--- config.mk ---
export PLATFORM = sky130hd
export DESIGN_NAME = axis_random_throttle
export DESIGN_NICKNAME = d
export VERILOG_FILES = /design/src/rtl/axis_random_throttle.sv
export SDC_FILE = /design/constraint.sdc
export NUM_CORES = 1
export LEC_CHECK = 0
export CORE_MARGIN = 2
export CORE_UTILIZATION = 54
export DETAILED_ROUTE_END_ITERATION = 8
export PLACE_DENSITY = 0.89
export SLEW_MARGIN = 20
export SYNTH_ARGS = -nofsm -noshare
export SYNTH_HDL_FRONTEND = slang
export SYNTH_SLANG_ARGS = --single-unit
--- constraint.sdc ---
create_clock -name clk -period 3.7 [get_ports clk]
set_input_delay 0.555 -clock clk [delete_from_list [all_inputs] [get_ports clk]]
set_output_delay 0.555 -clock clk [all_outputs]
set_load 0.02 [all_outputs]
--- src/rtl/axis_random_throttle.sv ---
// Valid/ready register slice that injects LFSR-driven gaps in s_tready.
// The stall pattern depends only on SEED, so it repeats after every reset.
module axis_random_throttle #(
    parameter int          W              = 16,
    parameter logic [31:0] SEED           = 32'hACE1_2345,
    parameter int          STALL_LEN_LOG2 = 3
) (
    input  logic         clk,
    input  logic         reset,
    input  logic         enable,
    input  logic [7:0]   stall_thresh,
    input  logic         s_tvalid,
    output logic         s_tready,
    input  logic [W-1:0] s_tdata,
    input  logic         s_tlast,
    output logic         m_tvalid,
    input  logic         m_tready,
    output logic [W-1:0] m_tdata,
    output logic         m_tlast,
    output logic [31:0]  beat_count,
    output logic [31:0]  stall_cycles
);

    localparam logic [31:0] LFSR_TAPS = 32'h8020_0003;
    // An all-zero Galois LFSR never leaves zero, so a zero seed is replaced.
    localparam logic [31:0] LFSR_INIT = (SEED == 32'h0) ? 32'h1 : SEED;
    localparam logic [8:0]  LEN_MASK  = 9'((1 << STALL_LEN_LOG2) - 1);

    typedef enum logic {
        ST_RUN   = 1'b0,
        ST_STALL = 1'b1
    } state_t;

    state_t         r_state;
    state_t         w_state_next;
    logic [8:0]     r_cnt;
    logic [8:0]     w_cnt_next;
    logic [31:0]    r_lfsr;
    logic [31:0]    w_lfsr_next;
    logic           r_m_tvalid;
    logic [W-1:0]   r_m_tdata;
    logic           r_m_tlast;
    logic [31:0]    r_beat_count;
    logic [31:0]    r_stall_cycles;

    logic           w_up_accept;
    logic           w_dn_accept;
    logic           w_stall_start;
    logic [8:0]     w_stall_len;

    assign w_lfsr_next   = {1'b0, r_lfsr[31:1]} ^ (r_lfsr[0] ? LFSR_TAPS : 32'h0);

    assign s_tready      = (!r_m_tvalid || m_tready) && (r_state == ST_RUN);
    assign w_up_accept   = s_tvalid && s_tready;
    assign w_dn_accept   = r_m_tvalid && m_tready;
    assign w_stall_start = w_up_accept && enable && (r_lfsr[7:0] < stall_thresh);
    assign w_stall_len   = ({1'b0, r_lfsr[15:8]} & LEN_MASK) + 9'd1;

    always_comb begin
        // NOTE: defaults first so every path assigns every output and no latch is inferred.
        w_state_next = r_state;
        w_cnt_next   = r_cnt;
        unique case (r_state)
            ST_RUN: begin
                if (w_stall_start) begin
                    w_state_next = ST_STALL;
                    w_cnt_next   = w_stall_len;
                end
            end
            ST_STALL: begin
                w_cnt_next = r_cnt - 9'd1;
                if (!enable || (r_cnt == 9'd1)) begin
                    w_state_next = ST_RUN;
                end
            end
            default: begin
                w_state_next = ST_RUN;
            end
        endcase
    end

    always_ff @(posedge clk) begin
        // NOTE: non-blocking assignments so every register samples pre-edge values.
        if (reset) begin
            r_state <= ST_RUN;
            r_cnt   <= 9'd0;
            r_lfsr  <= LFSR_INIT;
        end else begin
            r_state <= w_state_next;
            r_cnt   <= w_cnt_next;
            r_lfsr  <= w_lfsr_next;
        end
    end

    // A simultaneous downstream accept is absorbed by the reload, so the
    // slice streams one beat per cycle while m_tready stays high.
    always_ff @(posedge clk) begin
        if (reset) begin
            r_m_tvalid <= 1'b0;
            r_m_tdata  <= '0;
            r_m_tlast  <= 1'b0;
        end else if (w_up_accept) begin
            r_m_tvalid <= 1'b1;
            r_m_tdata  <= s_tdata;
            r_m_tlast  <= s_tlast;
        end else if (w_dn_accept) begin
            r_m_tvalid <= 1'b0;
        end
    end

    always_ff @(posedge clk) begin
        if (reset) begin
            r_beat_count   <= 32'd0;
            r_stall_cycles <= 32'd0;
        end else begin
            if (w_up_accept) begin
                r_beat_count <= r_beat_count + 32'd1;
            end
            if (r_state == ST_STALL) begin
                r_stall_cycles <= r_stall_cycles + 32'd1;
            end
        end
    end

    assign m_tvalid     = r_m_tvalid;
    assign m_tdata      = r_m_tdata;
    assign m_tlast      = r_m_tlast;
    assign beat_count   = r_beat_count;
    assign stall_cycles = r_stall_cycles;

endmodule

==> impl_metrics.toml, run 1 <==
[outcome]
status = "finished clean"

[clocking]
clockBufferDepth = 2
cts_hold_buf = 0
clkSinkCount = 124
path_clk_slew_ns = 0.06
ctsResizeCount = 0
postCtsSetupBuffers = 0
cts_tree = "yes"
cts_made_buffers = 17
cts_max_level = 4
clk_latency_ns = 0.51
ctsRootBufferMaster = "clkbuf_8"

[die]
die_w_um = 101
initial_core_util = 0.555
rows = 35
core_area_sq_mm = 0.00924
dieArea_sq_mm = 0.0103
die_h_um = 101
pin_count = 113

[setup_path]
start_kind = "input port"
cp-end-kind = "primary output"
critical_path_arrival_ns = 1.97
crit_required_ns = 3.14
crit_fanout = 5
timing_worst_setup_path_type = "in2out"

[final_layout]
layout-drive-gt1-share = 0.0679
most-common-layout-cells = "124 x dfxtp_1, 111 x clkdlybuf4s50_1, 69 x nand2_1, 52 x nor2_1, 44 x a21oi_1"
diodes = 0
layout.nets = 736
final_cell_count_no_fill = 836
area_growth_pct = 34.3
fillers = 626
layout_commonest_cell = "dfxtp_1"

[sta]
slew_headroom = 0.475
final.period_utilization = 0.683
fin_skew_ns = 0.00954
setup_viol = 0
period_minus_slack_ns = 2.53
hold_viol_final = 0
fmax_ghz = 0.396
setup_tns_ns = 0
slew_viol_final = 0
rsz0062_at_grt = "false"
tightest_slew_ns = 0.781
whs_ns = 0.413

[global_route]
use_met3 = 0.0566
grt_max_degree = 59
grt_util_all_layers = 0.247
grt.busiest_layer = "met2"
grt_pass1_wl_um = 20400
grt_use_met2 = 0.426
use_met1 = 0.295
antenna_found_initial = 0
first_global_vias = 4437
grt_overflow_total = 0

[synthesis]
ys_ff_latch = 124
synth_top_cell_by_area = "dfxtp_1"
synthesis.area_sq_mm = 0.00513
synth.distinct_cells = 40
ys_seq_area_frac = 0.484
synthTopCellsByArea = "dfxtp_1 48%, nand2_1 5.0%, xor2_1 4.8%"
syn-num-nets = 626
yosysWarnings = 0
syn_inst = 584
syn_avg_cell_area_sq_um = 8.79
synth_top_area_frac = 0.484

[run]
maxCapViolCount = 0

[pwr]
total_power_w = 0.00318
vdd_drop_max_uv = 354
p_leak_nw = 2.48
pwr_density_cell_mw_per_mm2 = 462

[drt]
routed_via_density = 5.54
finalWirelength_um = 12600
route.detailed.drc = 0
ant_nets = 0
drt_first_pass_iters = 5
routedWlPerCell_um = 15.1
vias = 4631
drtIter0Drc = 264

[placed_design]
post-place-cells = 804
port_buffers = 112
place_congestion = 0.840
hpwl_um = 8420

[min_path]
hp-class = "reg2reg"
[Yosys cell counts]
cell type,number
or4_1,7
a211oi_1,1
and2_1,6
o21ai_0,20
mux2i_1,1
a31oi_1,1
nand3_1,20
or4b_1,1
nand3b_1,1
nor4_1,2
a21oi_1,44
o311ai_0,2
nor4bb_1,1
buf_1,3
a2111oi_0,1
a311oi_1,1
nand4_2,1
o31ai_1,3
nand4_1,25
inv_1,16
and3_1,9
a2111o_1,1
buf_2,3
o211ai_1,4
nor2b_1,19
or3_1,19
a21o_1,3
ha_1,12
and4_1,10
or2_2,12
xnor2_1,22
o21a_1,1
nand2b_1,4
clkbuf_1,19
nor2_1,52
nor4_4,1
dfxtp_1,124
xor2_1,28
nand2_1,69
nor3_1,15
[power by group]
group	switching, W	internal [W]	leakage [nW]
registers	0.0000345	0.00139	1.01
clock network	0.000571	0.000922	0.257
logic	0.000141	0.000128	1.22
[final timing paths]
kind | startpoint | end | slack (ns) | depth (start not counted)
worst max-delay path | m_tready | s_tready | 1.17 | 4
worst min-delay path | r_lfsr[28]$_SDFF_PP0_ | r_lfsr[27]$_SDFF_PP1_ | 0.41 | 1
worst max register to register | r_state$_SDFF_PP0_ | beat_count[31]$_SDFFE_PP0P_ | 1.21 | 5
worst min register to register | r_lfsr[28]$_SDFF_PP0_ | r_lfsr[27]$_SDFF_PP1_ | 0.41 | 1
[routing by layer]
metal / up-vias / share of wire
li1: 2243 / -
met1: 2204 / 0.41
met2: 155 / 0.52
met3: 29 / 0.046
met4: 0 / 0.023
met5: - / 0
[cells by family after synthesis]
family	Yosys count	synth area share
flip-flops	124	0.484
adder cells (fa/ha/maj)	12	0.0293
AO/OA/AOI/OAI	82	0.0902
XOR/XNOR	50	0.0853
multiplexers	1	0.00195
AND/OR/NAND/NOR	274	0.279
buffers and inverters	41	0.0307
[layout make-up]
type | instances | area, sq um | area share
clock buffer | 22 | 453 | 0.0657
timing repair buffer | 116 | 1150 | 0.167
sequential | 124 | 2480 | 0.360
clock inverter | 10 | 92.6 | 0.0134
inverter | 16 | 60.1 | 0.00872
tap | 129 | 161 | 0.0234
multi-input combinational | 419 | 2490 | 0.362
[registers in the layout (all words and copies together) (netlist names)]
name,flops
beat_count,32
r_lfsr,32
stall_cycles,32
m_tdata,16
r_cnt,9
m_tlast,1
m_tvalid,1
r_state,1
[per-stage QoR]
stage | setup slack [ns] | util | cell area (sq um)
after floorplan | 1.49 | - | 5130
after global placement | 0.735 | 0.687 | 6340
after detailed placement | 0.681 | 0.687 | 6340
after CTS | 1.18 | 0.746 | 6890
after global routing | 1.07 | 0.746 | 6890
final | 1.17 | 0.746 | 6890
[worst max-delay path, cell delays in order]
cell,delay (ns)
clkdlybuf4s50_1,0.44
nand2b_1,0.18
and2_1,0.18
clkdlybuf4s50_1,0.62
(Power assumes the default switching activity.)
==> inputs of run 2 (changes only) <==
--- a/config.mk
+++ b/config.mk
@@ -6,9 +6,9 @@
 export NUM_CORES = 1
 export LEC_CHECK = 0
 export CORE_MARGIN = 2
-export CORE_UTILIZATION = 54
+export CORE_UTILIZATION = 50
 export DETAILED_ROUTE_END_ITERATION = 8
-export PLACE_DENSITY = 0.89
+export PLACE_DENSITY = 0.83
 export SLEW_MARGIN = 20
 export SYNTH_ARGS = -nofsm -noshare
 export SYNTH_HDL_FRONTEND = slang
==> constraint.sdc (replaced) <==
create_clock -name clk -period 2.4 [get_ports clk]
set_input_delay 0.36 -clock clk [delete_from_list [all_inputs] [get_ports clk]]
set_output_delay 0.36 -clock clk [all_outputs]
set_load 0.02 [all_outputs]
==> run 2 against run 1 <==
  * Utilization shrank 3.1 points
  * Via count shrank 1.3%
  * Worst hold slack lost 0.081 ns
  * Sequential power grew 54%
  * Routed wire length shrank 1.2%
  * Flip-flop and latch count is the same
  * Clock skew is essentially flat
  * Combinational power grew 55%
  * Cell count grew 1.6%
  * Clock power grew 79%
  * Sequential share of layout area shrank 0.80 points
==> impl_metrics.toml, run 2 (same netlist as run 1, synthesis figures left out) <==
[die]
pin_count = 113
core_area_sq_mm = 0.00986
die_h_um = 105
die_w_um = 105
dieArea_sq_mm = 0.0111
initial_core_util = 0.520
rows = 36

[clocking]
ctsResizeCount = 0
cts_max_level = 4
path_clk_slew_ns = 0.06
clkSinkCount = 124
ctsRootBufferMaster = "clkbuf_8"
postCtsSetupBuffers = 0
clk_latency_ns = 0.52
cts_tree = "yes"
cts_hold_buf = 0
cts_made_buffers = 17
clockBufferDepth = 2

[global_route]
first_global_vias = 4408
grt_pass1_wl_um = 20500
grt_overflow_total = 0
grt_util_all_layers = 0.226
grt_max_degree = 64
antenna_found_initial = 0

[pwr]
power_frac_comb = 0.079
seqPwrFrac = 0.416
p_sw_w = 0.00117
total_power_w = 0.00527
vdd_drop_max_uv = 529
clkPwrFrac = 0.505
pwr_density_cell_mw_per_mm2 = 749
switching_share = 0.223
internal_power_w = 0.00410
p_leak_nw = 2.57

[drt]
ant_nets = 0
route.detailed.drc = 0
vias = 4571
routedWlPerCell_um = 14.7
routed_via_density = 5.38
drtIter0Drc = 224
finalWirelength_um = 12500
drt_first_pass_iters = 5

[placed_design]
post-place-ws_ns = -0.161
hpwl_um = 8340
place_congestion = 0.868
port_buffers = 112
place_area_sq_mm = 0.00642

[setup_path]
rrSetupSlack_ns = 0.19
reg2reg_from = "beat_count[9]$_SDFFE_PP0P_"
crit_chain = "inv_1, buf_4, and2_1, clkdlybuf4s50_1"
start_kind = "flip-flop"
timing_worst_setup_path_type = "reg2out"
r2r-end = "beat_count[24]$_SDFFE_PP0P_"
critPathMaxStageDelay_ns = 0.62
cp_slowest_cell = "clkdlybuf4s50_1"
critical_path_arrival_ns = 1.95
reg2reg_depth = 5
crit_fanout = 11
crit_required_ns = 2.04
cp-end-kind = "primary output"

[sta]
setup_viol = 0
fmax_ghz = 0.433
final.period_utilization = 0.962
setup_slack_ns = 0.0906
period_minus_slack_ns = 2.31
slew_viol_final = 0
setup_tns_ns = 0
tightest_slew_ns = 0.806
slew_headroom = 0.459
fin_skew_ns = 0.00984
hold_viol_final = 0
rsz0062_at_grt = "false"

[run]
maxCapViolCount = 0

[final_layout]
area_growth_pct = 37.3
fin_area_sq_mm = 0.00705
layout_commonest_cell = "dfxtp_1"
diodes = 0
layout.nets = 746
layout-drive-gt1-share = 0.0838
final_core_util = 0.714
most-common-layout-cells = "124 x dfxtp_1, 111 x clkdlybuf4s50_1, 69 x nand2_1, 52 x nor2_1, 44 x a21oi_1"

[min_path]
holdPathEnd = "r_lfsr[24]$_SDFF_PP0_"
hp-class = "in2reg"
min_from = "reset"
holdPathStages = 2

[outcome]
status = "finished clean"
==> run 2: critical path: cells and delay by family (launching register included) <==
family                 cells  cell delay, ns
buffers and inverters      3            0.93
DFF                        1            0.35
and+or+nand+nor            1            0.16
==> run 2: metal layers <==
layer	vias to the layer above	global-route usage	wire length (um)
li1	2253	-	-
met2	145	0.388	6410
met1	2148	0.266	5170
met4	0	0.0838	200
met3	25	0.0686	682
met5	-	0	0
==> run 2: area by class of cell <==
| cell class | count | area (sq um) |
|---|---|---|
| fill | 707 | 2820 |
| tap | 133 | 166 |
| inverter | 16 | 60.1 |
| multi-input combinational | 419 | 2490 |
| clock inverter | 11 | 166 |
| sequential | 124 | 2480 |
| timing repair buffer | 126 | 1220 |
| clock buffer | 20 | 455 |
==> run 2: worst max path at each step <==
| stage | from | end | slack, ns | cells past startpoint |
|---|---|---|---|---|
| 3_3_place_gp | m_tready | beat_count[26]$_SDFFE_PP0P_ | -0.1 | 7 |
| 3_5_place_dp | m_tready | beat_count[24]$_SDFFE_PP0P_ | -0.16 | 6 |
| 2_1_floorplan | beat_count[8]$_SDFFE_PP0P_ | beat_count[31]$_SDFFE_PP0P_ | 0.22 | 6 |
| 4_1_cts | r_state$_SDFF_PP0_ | s_tready | 0.07 | 4 |
| 6_report | r_state$_SDFF_PP0_ | s_tready | 0.09 | 4 |
| 5_1_grt | r_state$_SDFF_PP0_ | s_tready | 0.03 | 4 |
==> run 2: per-stage QoR <==
step	std cells	hold slack (ns)
finish	849	0.331
floorplan	584	0.389
global route	849	0.351
CTS	849	0.327
global placement	818	0.395
detailed placement	818	0.405
==> run 2: power groups by stage <==
stage | Combinational [W] | Sequential, W | Clock, W
4_1_cts | 0.000419 | 0.00219 | 0.00268
5_1_grt | 0.000461 | 0.00220 | 0.00278
3_3_place_gp | 0.000398 | 0.00223 | 0
6_report | 0.000418 | 0.00219 | 0.00266
3_5_place_dp | 0.000412 | 0.00223 | 0
2_1_floorplan | 0.000225 | 0.00225 | 0
